[config.mk]
export PLATFORM = sky130hd
export DESIGN_NAME = div16x8_flat
export DESIGN_NICKNAME = d
export VERILOG_FILES = /design/src/rtl/div16x8_pkg.sv /design/src/rtl/div16x8_if.sv /design/src/rtl/div16x8_step.sv /design/src/rtl/div16x8.sv /design/src/flat_wrapper.sv
export SDC_FILE = /design/constraint.sdc
export NUM_CORES = 1
export LEC_CHECK = 0
export BUFFER_PORTS_ARGS = -buffer_cell sky130_fd_sc_hd__clkbuf_2
export CAP_MARGIN = 20
export CELL_PAD_IN_SITES_DETAIL_PLACEMENT = 0
export CELL_PAD_IN_SITES_GLOBAL_PLACEMENT = 2
export CORE_MARGIN = 5
export CORE_UTILIZATION = 30
export DETAILED_ROUTE_END_ITERATION = 8
export GPL_TIMING_DRIVEN = 0
export PLACE_DENSITY = 0.76
export SETUP_SLACK_MARGIN = 0.02
export SKIP_LAST_GASP = 1
export SLEW_MARGIN = 40
export SYNTH_ARGS = -nofsm -noshare
export SYNTH_HDL_FRONTEND = slang
export SYNTH_SLANG_ARGS = --single-unit
[constraint.sdc]
create_clock -name clk -period 2.6 [get_ports clk]
set_input_delay 0.52 -clock clk [delete_from_list [all_inputs] [get_ports clk]]
set_output_delay 0.52 -clock clk [all_outputs]
set_load 0.01 [all_outputs]
[src/rtl/div16x8_pkg.sv]
// Shared types and constants for the 16/8 restoring divider.
// Error-result values and the overflow rule live here.
package div_pkg;

    localparam int DVD_W = 16;
    localparam int DVS_W = 8;
    localparam int ITER  = 8;
    localparam int CNT_W = 4;

    localparam logic [DVS_W-1:0] ERR_QUO = 8'hFF;
    localparam logic [DVS_W-1:0] ERR_REM = 8'h00;

    typedef enum logic [1:0] {
        IDLE = 2'd0,
        CALC = 2'd1,
        DONE = 2'd2
    } div_state_e;

    // The quotient fits in 8 bits only while the dividend high byte is below the divisor.
    function automatic logic too_big(
        input logic [DVS_W:0]   hi,
        input logic [DVS_W-1:0] dvs
    );
        return hi >= {1'b0, dvs};
    endfunction

endpackage

[src/rtl/div16x8_if.sv]
// Operand/result bundle between a requester and the divider.
// master drives operands and start; slave returns registered results.
interface div16x8_if;
    import div_pkg::*;

    logic [DVD_W-1:0] dividend;
    logic [DVS_W-1:0] divisor;
    logic             start;
    logic [DVS_W-1:0] quotient_out;
    logic [DVS_W-1:0] remainder_out;
    logic             done_flag;
    logic             div_zero_flag;
    logic             overflow_flag;

    modport master (
        output dividend,
        output divisor,
        output start,
        input  quotient_out,
        input  remainder_out,
        input  done_flag,
        input  div_zero_flag,
        input  overflow_flag
    );

    modport slave (
        input  dividend,
        input  divisor,
        input  start,
        output quotient_out,
        output remainder_out,
        output done_flag,
        output div_zero_flag,
        output overflow_flag
    );

endinterface

[src/rtl/div16x8_step.sv]
// One restoring trial-subtract step: 9-bit shifted partial remainder in,
// next partial remainder and one quotient bit out.
module div16x8_step
    import div_pkg::*;
(
    input  logic [DVS_W:0]   pr_i,
    input  logic [DVS_W-1:0] dvs_i,
    output logic [DVS_W:0]   rem_o,
    output logic             qbit_o
);

    logic [DVS_W:0] trial;
    logic           borrow;

    assign {borrow, trial} = {1'b0, pr_i} - {2'b00, dvs_i};
    assign qbit_o          = ~borrow;
    assign rem_o           = borrow ? pr_i : trial;

endmodule

[src/rtl/div16x8.sv]
// 16-bit by 8-bit restoring divider, one quotient bit per clock.
// Results are published only at completion; partial values stay internal.
module div16x8
    import div_pkg::*;
(
    input  logic     clk,
    input  logic     reset_a,
    div16x8_if.slave bus
);

    div_state_e       state_q, state_d;
    logic [CNT_W-1:0] cnt_q,   cnt_d;
    logic [DVS_W:0]   rem_q,   rem_d;
    logic [DVS_W-1:0] sh_q,    sh_d;
    logic [DVS_W-1:0] dvs_q,   dvs_d;
    logic [DVS_W-1:0] quo_q,   quo_d;
    logic [DVS_W-1:0] rmo_q,   rmo_d;
    logic             done_q,  done_d;
    logic             dz_q,    dz_d;
    logic             ov_q,    ov_d;

    logic [DVS_W:0]   step_pr;
    logic [DVS_W:0]   step_rem;
    logic             step_q;

    // sh_q shifts dividend bits out the top while quotient bits enter below.
    assign step_pr = {rem_q[DVS_W-1:0], sh_q[DVS_W-1]};

    div16x8_step u_step (
        .pr_i   (step_pr),
        .dvs_i  (dvs_q),
        .rem_o  (step_rem),
        .qbit_o (step_q)
    );

    always_ff @(posedge clk) begin
        if (!reset_a) begin
            state_q <= IDLE;
            cnt_q   <= '0;
            rem_q   <= '0;
            sh_q    <= '0;
            dvs_q   <= '0;
            quo_q   <= '0;
            rmo_q   <= '0;
            done_q  <= 1'b0;
            dz_q    <= 1'b0;
            ov_q    <= 1'b0;
        end else begin
            state_q <= state_d;
            cnt_q   <= cnt_d;
            rem_q   <= rem_d;
            sh_q    <= sh_d;
            dvs_q   <= dvs_d;
            quo_q   <= quo_d;
            rmo_q   <= rmo_d;
            done_q  <= done_d;
            dz_q    <= dz_d;
            ov_q    <= ov_d;
        end
    end

    always_comb begin
        state_d = state_q;
        cnt_d   = cnt_q;
        rem_d   = rem_q;
        sh_d    = sh_q;
        dvs_d   = dvs_q;
        quo_d   = quo_q;
        rmo_d   = rmo_q;
        done_d  = done_q;
        dz_d    = dz_q;
        ov_d    = ov_q;

        unique case (state_q)
            IDLE: begin
                state_d = IDLE;
            end
            CALC: begin
                if (cnt_q == '0 && dvs_q == '0) begin
                    quo_d   = ERR_QUO;
                    rmo_d   = ERR_REM;
                    dz_d    = 1'b1;
                    done_d  = 1'b1;
                    state_d = DONE;
                end else if (cnt_q == '0 && too_big(rem_q, dvs_q)) begin
                    quo_d   = ERR_QUO;
                    rmo_d   = ERR_REM;
                    ov_d    = 1'b1;
                    done_d  = 1'b1;
                    state_d = DONE;
                end else begin
                    rem_d = step_rem;
                    sh_d  = {sh_q[DVS_W-2:0], step_q};
                    cnt_d = cnt_q + 4'd1;
                    if (cnt_q == CNT_W'(ITER - 1)) begin
                        quo_d   = {sh_q[DVS_W-2:0], step_q};
                        rmo_d   = step_rem[DVS_W-1:0];
                        done_d  = 1'b1;
                        state_d = DONE;
                    end
                end
            end
            DONE: begin
                state_d = DONE;
            end
            default: begin
                state_d = IDLE;
            end
        endcase

        // A start sample relaunches from any state and wipes visible results.
        if (bus.start) begin
            state_d = CALC;
            cnt_d   = '0;
            rem_d   = {1'b0, bus.dividend[DVD_W-1:DVS_W]};
            sh_d    = bus.dividend[DVS_W-1:0];
            dvs_d   = bus.divisor;
            quo_d   = '0;
            rmo_d   = '0;
            done_d  = 1'b0;
            dz_d    = 1'b0;
            ov_d    = 1'b0;
        end
    end

    assign bus.quotient_out  = quo_q;
    assign bus.remainder_out = rmo_q;
    assign bus.done_flag     = done_q;
    assign bus.div_zero_flag = dz_q;
    assign bus.overflow_flag = ov_q;

endmodule

[src/flat_wrapper.sv]
// flat-port wrapper written by rule: the top's interface ports become plain ports
module div16x8_flat import div_pkg::*;
  (clk, reset_a, bus_dividend, bus_divisor, bus_start, bus_quotient_out, bus_remainder_out, bus_done_flag, bus_div_zero_flag, bus_overflow_flag);
  div16x8_if bus_i ();
  input  logic clk;
  input  logic reset_a;
  input wire logic [$bits(bus_i.dividend)-1:0] bus_dividend;
  input wire logic [$bits(bus_i.divisor)-1:0] bus_divisor;
  input wire logic [$bits(bus_i.start)-1:0] bus_start;
  output wire logic [$bits(bus_i.quotient_out)-1:0] bus_quotient_out;
  output wire logic [$bits(bus_i.remainder_out)-1:0] bus_remainder_out;
  output wire logic [$bits(bus_i.done_flag)-1:0] bus_done_flag;
  output wire logic [$bits(bus_i.div_zero_flag)-1:0] bus_div_zero_flag;
  output wire logic [$bits(bus_i.overflow_flag)-1:0] bus_overflow_flag;
  assign bus_i.dividend = bus_dividend;
  assign bus_i.divisor = bus_divisor;
  assign bus_i.start = bus_start;
  assign bus_quotient_out = bus_i.quotient_out;
  assign bus_remainder_out = bus_i.remainder_out;
  assign bus_done_flag = bus_i.done_flag;
  assign bus_div_zero_flag = bus_i.div_zero_flag;
  assign bus_overflow_flag = bus_i.overflow_flag;
  div16x8 u_core (.clk(clk), .reset_a(reset_a), .bus(bus_i));
endmodule
==> results of run 1 <==
-- layout by cell type, fill, tap and decap left out, drive strengths merged, types with 2 or more instances in the layout --
cell type | Yosys | routed
o311ai | 5 | 5
xor2 | 3 | 3
nand3b | 2 | 2
o21bai | 2 | 2
o21ai | 14 | 14
a21oi | 14 | 14
o211ai | 3 | 3
a2bb2oi | 2 | 2
a31oi | 11 | 11
nand4b | 2 | 2
clkinvlp | 0 | 2
ha | 19 | 19
nor2 | 22 | 22
and2 | 2 | 2
nor2b | 10 | 10
nor4 | 2 | 2
o41ai | 2 | 2
o221a | 7 | 7
dfxtp | 50 | 50
xnor2 | 4 | 4
a22oi | 4 | 4
nand3 | 15 | 15
a31o | 2 | 2
a211oi | 3 | 3
clkbuf | 7 | 56
inv | 17 | 17
a21boi | 3 | 3
nand4 | 8 | 8
buf | 7 | 10
mux2i | 13 | 13
nand2 | 32 | 32
-- cell type report --
| cell class | instances | area, sq um | area share |
|---|---|---|---|
| multi-input combinational | 222 | 1612 | 0.4956 |
| sequential | 50 | 1001 | 0.3078 |
| timing repair buffer | 47 | 242.7 | 0.07464 |
| tap | 111 | 138.9 | 0.04271 |
| buffer | 14 | 76.32 | 0.02347 |
| clock buffer | 5 | 68.82 | 0.02116 |
| inverter | 18 | 67.56 | 0.02078 |
| clock inverter | 3 | 45.04 | 0.01385 |
-- registers in the layout (all words and copies together) (netlist names), 2 cells and up --
name and count:
u_core.state_q 2, u_core.dvs_q 8, u_core.sh_q 8, u_core.bus.quotient_out 8
u_core.rem_q 9, u_core.bus.remainder_out 8, u_core.cnt_q 4
-- worst max-delay path by stage --
stage | endpoint | depth (start not counted) | start
3_3_place_gp | u_core.bus.remainder_out[7]$_SDFFE_PP0P_ | 7 | u_core.rem_q[7]$_SDFFE_PN0P_
6_report | u_core.rem_q[6]$_SDFFE_PN0P_ | 8 | u_core.dvs_q[4]$_SDFFE_PN0P_
3_5_place_dp | u_core.bus.remainder_out[2]$_SDFFE_PP0P_ | 7 | u_core.rem_q[7]$_SDFFE_PN0P_
4_1_cts | u_core.bus.remainder_out[2]$_SDFFE_PP0P_ | 7 | u_core.rem_q[7]$_SDFFE_PN0P_
5_1_grt | u_core.sh_q[3]$_SDFFE_PN0P_ | 8 | u_core.rem_q[7]$_SDFFE_PN0P_
2_1_floorplan | u_core.bus.quotient_out[1]$_SDFFE_PP0P_ | 7 | u_core.rem_q[7]$_SDFFE_PN0P_
-- logic make-up after synthesis --
group,after synthesis,share of synthesized area
compound gates,81,0.2265
xor+xnor,7,0.02233
fa+ha+maj,20,0.09389
buf+inv,32,0.05241
flops,50,0.3646
mux,14,0.05287
simple gates,100,0.1873
-- metal layers --
layer	wire length, microns	track usage	up-vias	part of all wire
met4	82	0.03700	0	0.011
met2	3326	0.2204	54	0.44
li1	-	-	1222	-
met3	405	0.02633	7	0.053
met1	3770	0.1969	1140	0.50
met5	0	0	-	0
-- worst reg2reg max path, delay by kind of cell, from the launching register on --
kind | cells | cell delay [ns]
multiplexers | 1 | 0.26
flip-flops | 1 | 0.37
AND/OR/NAND/NOR | 1 | 0.30
buffers and inverters | 2 | 0.27
adder cells (fa/ha/maj) | 1 | 0.39
AO/OA/AOI/OAI | 3 | 0.71
-- stage by stage --
step           total power, mW  cells  hold WS (ns)  setup slack [ns]  utilization
3_5_place_dp             1.388    459        0.4475           0.04858       0.3424
4_1_cts                  1.960    467        0.4588           0.03794       0.3550
2_1_floorplan            1.237    304        0.4507            0.4873            -
3_3_place_gp             1.384    459        0.4496           0.04595       0.3424
6_report                 1.958    470        0.4591            0.1810       0.3587
5_1_grt                  2.063    470        0.4654           0.02028       0.3587
-- power by group through the flow --
| stage | sequential, mW | combinational, mW | clock (mW) |
|---|---|---|---|
| floorplan | 0.854 | 0.383 | 0 |
| global placement | 0.862 | 0.522 | 0 |
| detailed placement | 0.862 | 0.526 | 0 |
| CTS | 0.845 | 0.528 | 0.588 |
| global route | 0.851 | 0.605 | 0.607 |
| finish | 0.844 | 0.547 | 0.567 |
-- what timing repair did --
item                       4_1_cts  5_1_grt
setup endpoints to repair        0        8
buffers inserted                 0        3
gates resized for setup          0        2
==> parameters.txt, run 1 <==
Parameter                              Value

Run status
  Result of the run    complete, no violations

Flow run
  Max-Cap Viols    0

Clocking
  CTS tree    built
  # clock sinks    50
  Hold buffer count at CTS    0
  Worst skew pair latency    0.31 ns
  Bufs on Longest Clock Path    2
  Clock transition at path regs    0.10 ns
  Level count of the clock H-tree    2
  Total CTS buffers    5
  CTS Root Buffer Type    clkbuf_8

Setup path
  Required time worst endpoint    roughly 2.8 ns
  Buffering stage count on the worst path with inverters included    2
  Master of the slowest instance on the critical path    ha_1
  Reg2Reg Setup Slack    about 0.18 ns
  Endpoint type of the worst setup path    register
  Startpoint-to-endpoint class of the critical path    register to register
  Max stage delay on crit path    a little under 0.4 ns
  Worst-path cell chain    inv_1 -> ha_1 -> a21oi_1 -> o221ai_1 -> nor2_4 -> buf_4 -> mux2i_1 -> o311ai_0
  Largest fanout on the critical path    7
  Arr. time, crit path    2.60 ns
  Start of the worst register-to-register path    u_core.dvs_q[4]$_SDFFE_PN0P_
  Capture instance of the worst register-to-register path    u_core.rem_q[6]$_SDFFE_PN0P_
  Critical Path Start Type    register
  Worst R2R Path Depth    8
  Cell family with the largest share of critical-path delay    compound AO/OA/AOI/OAI gates

Route
  Drt drc    0
  Final routed wirelength across all metal layers    7.585 mm
  Routed wire per std cell    ~16 microns
  Post-route ant nets    0
  Initial DRT Pass Iterations    4
  Via count    2423
  Via density per instance    ~5.2
  Number of DRC violations after detailed-routing iteration 0    86

Timing
  Period utilization    0.9304
  Relative slew margins    0.5904
  Final max-slew violation count    0
  Final number of setup-violating endpoints    0
  Total negative slack for setup checks    0 ns
  Maximum frequency from static timing analysis    413.4 MHz
  Final count of hold timing violations    0
  Minimum period implied by the final worst setup slack    2.419 ns
  RSZ-0062 raised after global routing    yes
  Worst Clk Skew    roughly 0.013 ns
  Transition time at the pin with the least slew margin    approximately 0.6 ns

Worst hold path
  Class of the most critical hold timing path    register to register
  Sink of the worst hold path    u_core.bus.remainder_out[4]$_SDFFE_PP0P_
  Worst hold start    u_core.bus.remainder_out[4]$_SDFFE_PP0P_
  Worst Hold Depth    2

Die
  Die height    ~110 microns
  Placeable core region    around 0.0091 sq mm
  Initial Util    0.3028
  Die boundary width    105.7 microns
  Number of rows created at floorplan    35
  Top-Level Pins    46
  Die Outline Area    0.01116 sq mm

Finish
  Post-synthesis to final-layout area growth    18.46%
  Fraction of layout instances using a drive strength above 1    0.2312
  Final antenna diode count    0
  Final non-filler cell area    between 0.003 and 0.004 sq mm
  Nets    about 400
  Fill cell count    between 900 and 1000

Yosys
  Netlist area before placement    0.002745 sq mm
  Main flop type after synthesis    dfxtp_1
  Asr flop ratio synth    0
  Most area-hungry cell type in the Yosys netlist    dfxtp_1
  Number of synthesized flops with an enable pin    0
  Gate count after technology mapping    around 300
  Share of the yosys chip area belonging to registers    0.3646
  Yosys reg bits    50
  Library cell with the highest instance count after synthesis    dfxtp_1
  Netlist cell types    59
  Syn nets    approximately 350
  Mapped Avg Cell Area    between 9 and 10 sq um
  Leading post-synthesis cells by instance count    50 x dfxtp_1, 32 x nand2_1, 21 x nor2_1, 19 x ha_1, 17 x inv_1
  Number of warning messages in the yosys log    0
  Synth top area share    0.3646
  Area contributors post-synth    dfxtp_1 36%, ha_1 8.7%, mux2i_1 4.7%

Placed design
  Placer congestion estimate    approximately 0.8
  Area post-placement    slightly above 0.003 sq mm
  Port buffer count    44
  Detailed placer's ending HPWL    5.918 mm

GRT
  Initial antenna violation count    0
  First-pass GRT wire length    ~12 mm
  Pin count of the biggest net entering global routing    17
  Via count of the first global-routing pass    2403
  Gr ovfl total    0
  GR Util All Layers    0.1403

Power and ir drop
  P_sw    0.6306 mW
  Internal power    around 1.3 mW
  Combinational fraction of design power    0.279
  Clock power frac    0.290
  Power per cell area    approximately 600 mW/mm^2
  Sw frac    0.3221
  Worst VDD drop    approximately 190 uV
  Sequential power share    0.431
  Leakage Power    1.335 nW
Power figures use the tool's default switching activity.
==> run 2: changes to the inputs <==
--- a/config.mk
+++ b/config.mk
@@ -10,10 +10,10 @@
 export CELL_PAD_IN_SITES_DETAIL_PLACEMENT = 0
 export CELL_PAD_IN_SITES_GLOBAL_PLACEMENT = 2
 export CORE_MARGIN = 5
-export CORE_UTILIZATION = 30
+export CORE_UTILIZATION = 34
 export DETAILED_ROUTE_END_ITERATION = 8
 export GPL_TIMING_DRIVEN = 0
-export PLACE_DENSITY = 0.76
+export PLACE_DENSITY = 0.84
 export SETUP_SLACK_MARGIN = 0.02
 export SKIP_LAST_GASP = 1
 export SLEW_MARGIN = 40
==> constraint.sdc (replaced) <==
create_clock -name clk -period 2.6 [get_ports clk]
set_input_delay 0.52 -clock clk [delete_from_list [all_inputs] [get_ports clk]]
set_output_delay 0.52 -clock clk [all_outputs]
set_load 0.005 [all_outputs]
==> parameters.txt, run 2 (same netlist as run 1, synthesis figures left out) <==
Parameter                              Value

Run status
  Result of the run    complete, no violations (unchanged)

Setup path
  Largest fanout on the critical path    9 (was 7)
  Worst-path cell chain    inv_1 -> ha_1 -> a21oi_1 -> o221ai_1 -> nor2_4 -> buf_12 -> mux2i_1 -> a2bb2oi_1 -> nor2_1 (was inv_1 -> ha_1 -> a21oi_1 -> o221ai_1 -> nor2_4 -> buf_4 -> mux2i_1 -> o311ai_0)
  Arr. time, crit path    2.61 ns (was 2.60 ns)
  Startpoint-to-endpoint class of the critical path    register to register (unchanged)
  Critical Path Start Type    register (unchanged)
  Master of the slowest instance on the critical path    ha_1 (unchanged)
  Required time worst endpoint    2.79 ns (was 2.78 ns)
  Max stage delay on crit path    0.40 ns (was 0.39 ns)
  Endpoint type of the worst setup path    register (unchanged)

Finish
  Flip-flop count of the largest register, all copies and words added    9 (unchanged)
  Commonest non-fill, non-tap cells in the layout    50 x dfxtp_1, 44 x clkbuf_2, 32 x nand2_1 (unchanged)
  Fraction of layout instances using a drive strength above 1    0.2263 (was 0.2312)
  Register containing the most flip-flops in the final layout    u_core.rem_q (unchanged)
  Nets    404 (was 405)
  Most common cell after layout, fill and taps aside    dfxtp_1 (unchanged)
  Post-route insts no fill    460 (was 470)
  Post-synthesis to final-layout area growth    17.18% (was 18.46%)
  Final antenna diode count    0 (unchanged)
  Fill cell count    828 (was 975)

Clocking
  Total CTS buffers    5 (unchanged)
  Clock transition at path regs    0.11 ns (was 0.10 ns)
  # clock sinks    50 (unchanged)
  Level count of the clock H-tree    2 (unchanged)
  Worst skew pair latency    0.31 ns (about the same)
  CTS tree    built (unchanged)
  Bufs on Longest Clock Path    2 (unchanged)
  CTS Root Buffer Type    clkbuf_8 (unchanged)
  Hold buffer count at CTS    0 (unchanged)

Timing
  Final count of hold timing violations    0 (unchanged)
  Period utilization    0.9313 (was 0.9304)
  Transition time at the pin with the least slew margin    0.6293 ns (was 0.6143 ns)
  Minimum period implied by the final worst setup slack    2.421 ns (was 2.419 ns)
  Final number of setup-violating endpoints    0 (unchanged)
  Worst Clk Skew    0.01510 ns (was 0.01334 ns)
  Relative slew margins    0.5804 (was 0.5904)
  RSZ-0062 raised after global routing    no (was yes)
  Total negative slack for setup checks    0 ns (unchanged)
  Maximum frequency from static timing analysis    413.0 MHz (was 413.4 MHz)
  Final max-slew violation count    0 (unchanged)
  Hold slack final    0.4539 ns (was 0.4591 ns)

Worst hold path
  Class of the most critical hold timing path    input port to register (was register to register)

GRT
  Via count of the first global-routing pass    2355 (was 2403)
  First-pass GRT wire length    12.04 mm (was 12.47 mm)
  Most heavily used metal layer in global routing    met2 (unchanged)
  Met2 Track Usage GR    0.2386 (was 0.2204)
  Global Route met1 Usage    0.2169 (was 0.1969)
  GR Util All Layers    0.1532 (was 0.1403)
  Pin count of the biggest net entering global routing    17 (unchanged)
  GR Layer Usage met3    0.03266 (was 0.02633)
  Initial antenna violation count    0 (unchanged)
  Gr ovfl total    0 (unchanged)

Route
  Routed wire per std cell    16.35 microns (was 16.14 microns)
  Via count    2369 (was 2423)
  Post-route ant nets    0 (unchanged)
  Number of DRC violations after detailed-routing iteration 0    186 (was 86)
  Initial DRT Pass Iterations    4 (unchanged)
  Final routed wirelength across all metal layers    7.521 mm (was 7.585 mm)
  Drt drc    0 (unchanged)
  Via density per instance    5.150 (was 5.155)

Die
  Top-Level Pins    46 (unchanged)
  Placeable core region    0.007807 sq mm (was 0.009065 sq mm)
  Die Outline Area    0.009971 sq mm (was 0.01116 sq mm)
  Die boundary width    99.86 microns (was 105.7 microns)
  Number of rows created at floorplan    32 (was 35)
  Die height    99.86 microns (was 105.7 microns)
  Initial Util    0.3516 (was 0.3028)

Placed design
  Port buffer count    44 (unchanged)
  Detailed placer's ending HPWL    5.791 mm (was 5.918 mm)
  Placer congestion estimate    0.8089 (was 0.7977)
  Number of cells in the design after placement    450 (was 459)

Power and ir drop
  Worst VDD drop    318.8 uV (was 193.0 uV)
  Leakage Power    1.327 nW (was 1.335 nW)
  Power per cell area    577.8 mW/mm^2 (was 602.1 mW/mm^2)

Flow run
  Max-Cap Viols    0 (unchanged)
[run 2: cell count changes in the layout (fill, tap and decap cells not counted)]
cell / previous run / this run
a211oi_1: 1 / 2
buf_12: 0 / 1
clkinv_4: 0 / 1
clkinvlp_4: 2 / 1
a211oi_2: 2 / 1
clkinv_2: 0 / 1
buf_4: 5 / 3
bufinv_16: 1 / 0
[run 2: worst max-delay path, delay by kind of cell (launching register included)]
| family | cells | cell delay, ns |
|---|---|---|
| multiplexers | 1 | 0.34 |
| buffers and inverters | 2 | 0.25 |
| flip-flops | 1 | 0.37 |
| adder cells (fa/ha/maj) | 1 | 0.40 |
| AO/OA/AOI/OAI | 3 | 0.73 |
| AND/OR/NAND/NOR | 2 | 0.22 |
[run 2: stage by stage]
step                setup WS, ns  cell area, sq um  utilization  power, mW
floorplan                 0.4873              2745            -      1.233
global placement         0.09401              3093       0.3962      1.380
detailed placement       0.06576              3093       0.3962      1.382
CTS                      0.05571              3183       0.4077      1.842
global route             0.02643              3217       0.4120      1.961
finish                    0.1787              3217       0.4120      1.859
[run 2: path summary, 6_finish.rpt]
kind	startpoint	to	slack, ns	cells after the start
worst max-delay path	u_core.dvs_q[4]$_SDFFE_PN0P_	u_core.bus.remainder_out[3]$_SDFFE_PP0P_	0.18	9
worst min-delay path	bus_dividend[0]	u_core.sh_q[0]$_SDFFE_PN0P_	0.45	3
worst max register to register	u_core.dvs_q[4]$_SDFFE_PN0P_	u_core.bus.remainder_out[3]$_SDFFE_PP0P_	0.18	9
worst min register to register	u_core.bus.remainder_out[4]$_SDFFE_PP0P_	u_core.bus.remainder_out[4]$_SDFFE_PP0P_	0.46	2
[run 2: layer usage]
| layer | part of all wire | up-vias |
|---|---|---|
| li1 | - | 1217 |
| met1 | 0.48 | 1095 |
| met2 | 0.45 | 49 |
| met3 | 0.055 | 8 |
| met4 | 0.012 | 0 |
| met5 | 0 | - |
[run 2: what timing repair did]
item | 4_1_cts | 5_1_grt
endpoints found under the setup margin | 0 | 7
resized for setup | 0 | 1
endpoints found under the hold margin | 0 | 0
buffers inserted | 0 | 2
[run 2: layout make-up]
type | instances | area, sq um | share of cell area
Tap cell | 102 | 127.6 | 0.03967
Buffer | 14 | 76.32 | 0.02373
Sequential cell | 50 | 1001 | 0.3112
Clock buffer | 5 | 68.82 | 0.02139
Timing Repair Buffer | 46 | 247.7 | 0.07701
Clock inverter | 3 | 21.27 | 0.006612
Inverter | 18 | 67.56 | 0.02100
Multi-Input combinational cell | 222 | 1607 | 0.4994
[run 2: power breakdown]
group	internal (mW)	switching (mW)
combinational	0.239	0.310
clock	0.190	0.277
sequential	0.806	0.0369
total	1.23	0.624
==> run 3: changes to the inputs <==
--- a/config.mk
+++ b/config.mk
@@ -5,15 +5,17 @@
 export SDC_FILE = /design/constraint.sdc
 export NUM_CORES = 1
 export LEC_CHECK = 0
+export ABC_AREA = 1
+export ABC_CLOCK_PERIOD_IN_PS = 2600
 export BUFFER_PORTS_ARGS = -buffer_cell sky130_fd_sc_hd__clkbuf_2
 export CAP_MARGIN = 20
 export CELL_PAD_IN_SITES_DETAIL_PLACEMENT = 0
 export CELL_PAD_IN_SITES_GLOBAL_PLACEMENT = 2
 export CORE_MARGIN = 5
-export CORE_UTILIZATION = 34
+export CORE_UTILIZATION = 31
 export DETAILED_ROUTE_END_ITERATION = 8
 export GPL_TIMING_DRIVEN = 0
-export PLACE_DENSITY = 0.84
+export PLACE_DENSITY = 0.85
 export SETUP_SLACK_MARGIN = 0.02
 export SKIP_LAST_GASP = 1
 export SLEW_MARGIN = 40
==> parameters.txt, run 3 <==
Parameter                              Value

Yosys
  Asr flop ratio synth    0 (unchanged)
  Gate count after technology mapping    461 (was 304)
  Mapped Avg Cell Area    6.617 sq um (was 9.030 sq um)
  Area contributors post-synth    dfxtp_1 33%, nand2_1 16%, inv_1 8.0% (was dfxtp_1 36%, ha_1 8.7%, mux2i_1 4.7%)
  Library cell with the highest instance count after synthesis    nand2_1 (was dfxtp_1)
  Netlist area before placement    0.003050 sq mm (was 0.002745 sq mm)
  Synth top area share    0.3281 (was 0.3646)
  Main flop type after synthesis    dfxtp_1 (unchanged)
  Syn nets    508 (was 351)
  Netlist cell types    33 (was 59)
  Most area-hungry cell type in the Yosys netlist    dfxtp_1 (unchanged)
  Number of synthesized flops with an enable pin    0 (unchanged)
  Leading post-synthesis cells by instance count    132 x nand2_1, 65 x inv_1, 51 x nor2_1, 50 x dfxtp_1, 39 x a21oi_1 (was 50 x dfxtp_1, 32 x nand2_1, 21 x nor2_1, 19 x ha_1, 17 x inv_1)
  Number of warning messages in the yosys log    0 (unchanged)
  Share of the yosys chip area belonging to registers    0.3281 (was 0.3646)
  Yosys reg bits    50 (unchanged)

Finish
  Area of combinational cells with multiple inputs    0.001687 sq mm (was 0.001607 sq mm)
  Final antenna diode count    0 (unchanged)
  Nets    559 (was 404)
  Post-synthesis to final-layout area growth    15.87% (was 17.18%)
  Commonest non-fill, non-tap cells in the layout    132 x nand2_1, 65 x inv_1, 51 x nor2_1 (was 50 x dfxtp_1, 44 x clkbuf_2, 32 x nand2_1)
  Flip-flop count of the largest register, all copies and words added    9 (unchanged)
  Register cell area after layout    0.001001 sq mm (unchanged)
  Most common cell after layout, fill and taps aside    nand2_1 (was dfxtp_1)
  Post-route insts no fill    646 (was 460)
  Fraction of layout instances using a drive strength above 1    0.1715 (was 0.2263)
  Register containing the most flip-flops in the final layout    u_core.rem_q (unchanged)
  Fill cell count    1095 (was 828)

Setup path
  Max stage delay on crit path    0.47 ns (was 0.40 ns)
  Master of the slowest instance on the critical path    dfxtp_1 (was ha_1)
  Critical Path Most Common Cell    nor2_1
  Worst-path cell chain    inv_1 -> ha_1 -> nand3_1 -> nor2_1 -> nor2_1 -> nand3_1 -> nand2_2 -> inv_1 -> nor2_2 -> nand2_1 -> nor2_1 -> nor2_1 (was inv_1 -> ha_1 -> a21oi_1 -> o221ai_1 -> nor2_4 -> buf_12 -> mux2i_1 -> a2bb2oi_1 -> nor2_1)
  Endpoint type of the worst setup path    register (unchanged)
  Start of the worst register-to-register path    u_core.rem_q[0]$_SDFFE_PN0P_ (was u_core.dvs_q[4]$_SDFFE_PN0P_)
  Arr. time, crit path    2.34 ns (was 2.61 ns)
  Critical Path Start Type    register (unchanged)
  Largest fanout on the critical path    8 (was 9)
  Startpoint-to-endpoint class of the critical path    register to register (unchanged)
  Worst Setup SP    u_core.rem_q[0]$_SDFFE_PN0P_ (was u_core.dvs_q[4]$_SDFFE_PN0P_)
  Required time worst endpoint    2.82 ns (was 2.79 ns)

GRT
  GR Util All Layers    0.1497 (was 0.1532)
  First-pass GRT wire length    14.06 mm (was 12.04 mm)
  Pin count of the biggest net entering global routing    19 (was 17)
  Via count of the first global-routing pass    2821 (was 2355)
  Initial antenna violation count    0 (unchanged)
  Gr ovfl total    0 (unchanged)

Route
  Post-route ant nets    0 (unchanged)
  Via density per instance    4.481 (was 5.150)
  Drt drc    0 (unchanged)
  DR top layer    met4 (unchanged)
  Final routed wirelength across all metal layers    8.445 mm (was 7.521 mm)
  Met3 Routed Length    205 microns (was 413 microns)
  Number of DRC violations after detailed-routing iteration 0    121 (was 186)
  Met2 routed wirelength    3.925 mm (was 3.411 mm)
  Initial DRT Pass Iterations    4 (unchanged)
  Via count    2895 (was 2369)
  Routed wire per std cell    13.07 microns (was 16.35 microns)
  Met1 wire length    4.206 mm (was 3.608 mm)

Power and ir drop
  Power per cell area    561.7 mW/mm^2 (was 577.8 mW/mm^2)
  Worst VDD drop    334.3 uV (was 318.8 uV)
  Leakage Power    1.760 nW (was 1.327 nW)

Clocking
  Bufs on Longest Clock Path    2 (unchanged)
  Worst skew pair latency    0.31 ns (about the same)
  Hold buffer count at CTS    0 (unchanged)
  Level count of the clock H-tree    2 (unchanged)
  CTS Root Buffer Type    clkbuf_8 (unchanged)
  # clock sinks    50 (unchanged)
  Gates resized, CTS repair    0 (unchanged)
  Buffers inserted during post-CTS setup optimization    0 (unchanged)
  Clock transition at path regs    0.11 ns (about the same)
  CTS tree    built (unchanged)
  Total CTS buffers    5 (unchanged)

Timing
  Final max-slew violation count    0 (unchanged)
  Maximum frequency from static timing analysis    470.3 MHz (was 413.0 MHz)
  Worst Clk Skew    0.006503 ns (was 0.01510 ns)
  Final count of hold timing violations    0 (unchanged)
  Period utilization    0.8178 (was 0.9313)
  Minimum period implied by the final worst setup slack    2.126 ns (was 2.421 ns)
  Relative slew margins    0.6298 (was 0.5804)
  RSZ-0062 raised after global routing    no (unchanged)
  Final number of setup-violating endpoints    0 (unchanged)
  Transition time at the pin with the least slew margin    0.5554 ns (was 0.6293 ns)
  Total negative slack for setup checks    0 ns (unchanged)

Placed design
  Port buffer count    44 (unchanged)
  Placer congestion estimate    0.8014 (was 0.8089)
  Number of cells in the design after placement    638 (was 450)
  Detailed placer's ending HPWL    6.710 mm (was 5.791 mm)

Die
  Die boundary width    109.2 microns (was 99.86 microns)
  Placeable core region    0.009684 sq mm (was 0.007807 sq mm)
  Top-Level Pins    46 (unchanged)
  Die Outline Area    0.01192 sq mm (was 0.009971 sq mm)
  Initial Util    0.3150 (was 0.3516)
  Number of rows created at floorplan    36 (was 32)
  Die height    109.2 microns (was 99.86 microns)

Flow run
  Max-Cap Viols    0 (unchanged)

Worst hold path
  Class of the most critical hold timing path    input port to register (unchanged)
  Worst hold start    bus_divisor[0] (was bus_dividend[0])

Run status
  Result of the run    complete, no violations (unchanged)
==> run 3: path summary, 6_finish.rpt <==
kind | endpoint | slack, ns | cells after the start
worst max-delay path | u_core.bus.quotient_out[1]$_SDFFE_PP0P_ | 0.47 | 12
worst min-delay path | u_core.dvs_q[0]$_SDFFE_PN0P_ | 0.45 | 3
worst max register to register | u_core.bus.quotient_out[1]$_SDFFE_PP0P_ | 0.47 | 12
worst min register to register | u_core.bus.done_flag$_SDFFE_PP0P_ | 0.46 | 2
==> run 3: final cells by class <==
class | instances | share of cell area
inverters | 68 | 0.07221
clock inverters | 3 | 0.008142
repair buffers | 44 | 0.06230
multi-input cells | 327 | 0.4772
clock buffers | 5 | 0.01947
flip-flops and latches | 50 | 0.2832
plain buffers | 16 | 0.03044
well taps | 133 | 0.04708
==> run 3: critical path: cells and delay by family (launching register included) <==
family | cells | cell delay [ns]
AND/OR/NAND/NOR | 9 | 1.15
flip-flops | 1 | 0.47
adder cells (fa/ha/maj) | 1 | 0.27
buffers and inverters | 2 | 0.13
==> run 3: where the power goes <==
| group | switching [mW] | leakage (nW) | internal [mW] |
|---|---|---|---|
| registers | 0.0316 | 0.409 | 0.805 |
| logic | 0.411 | 1.30 | 0.225 |
| clock network | 0.312 | 0.0502 | 0.201 |
| total | 0.754 | 1.76 | 1.23 |
==> run 3: logic make-up (layout without fill, tap and decap cells) <==
group,count (synthesis),count (layout),synth area share
AO/OA/AOI/OAI,65,65,0.1099
XOR/XNOR,3,3,0.008615
adder cells (fa/ha/maj),20,20,0.08450
buffers and inverters,84,136,0.1189
flip-flops,50,50,0.3281
AND/OR/NAND/NOR,239,239,0.3499
==> run 3: stage by stage <==
step / setup slack [ns] / total power, mW / utilization / hold slack, ns / cell area, sq um
after global routing: 0.2306 / 2.137 / 0.3650 / 0.4476 / 3535
after detailed placement: 0.4834 / 1.495 / 0.3549 / 0.4492 / 3437
after CTS: 0.4535 / 2.009 / 0.3650 / 0.4427 / 3535
final: 0.4737 / 1.985 / 0.3650 / 0.4484 / 3535
after global placement: 0.4594 / 1.491 / 0.3549 / 0.4409 / 3437
after floorplan: 0.8788 / 1.319 / - / 0.4433 / 3050
==> run 3: metal layers <==
| layer | vias to the layer above | global-route usage |
|---|---|---|
| li1 | 1545 | - |
| met5 | - | 0 |
| met4 | 0 | 0.03117 |
| met1 | 1308 | 0.2066 |
| met3 | 6 | 0.02131 |
| met2 | 36 | 0.2487 |
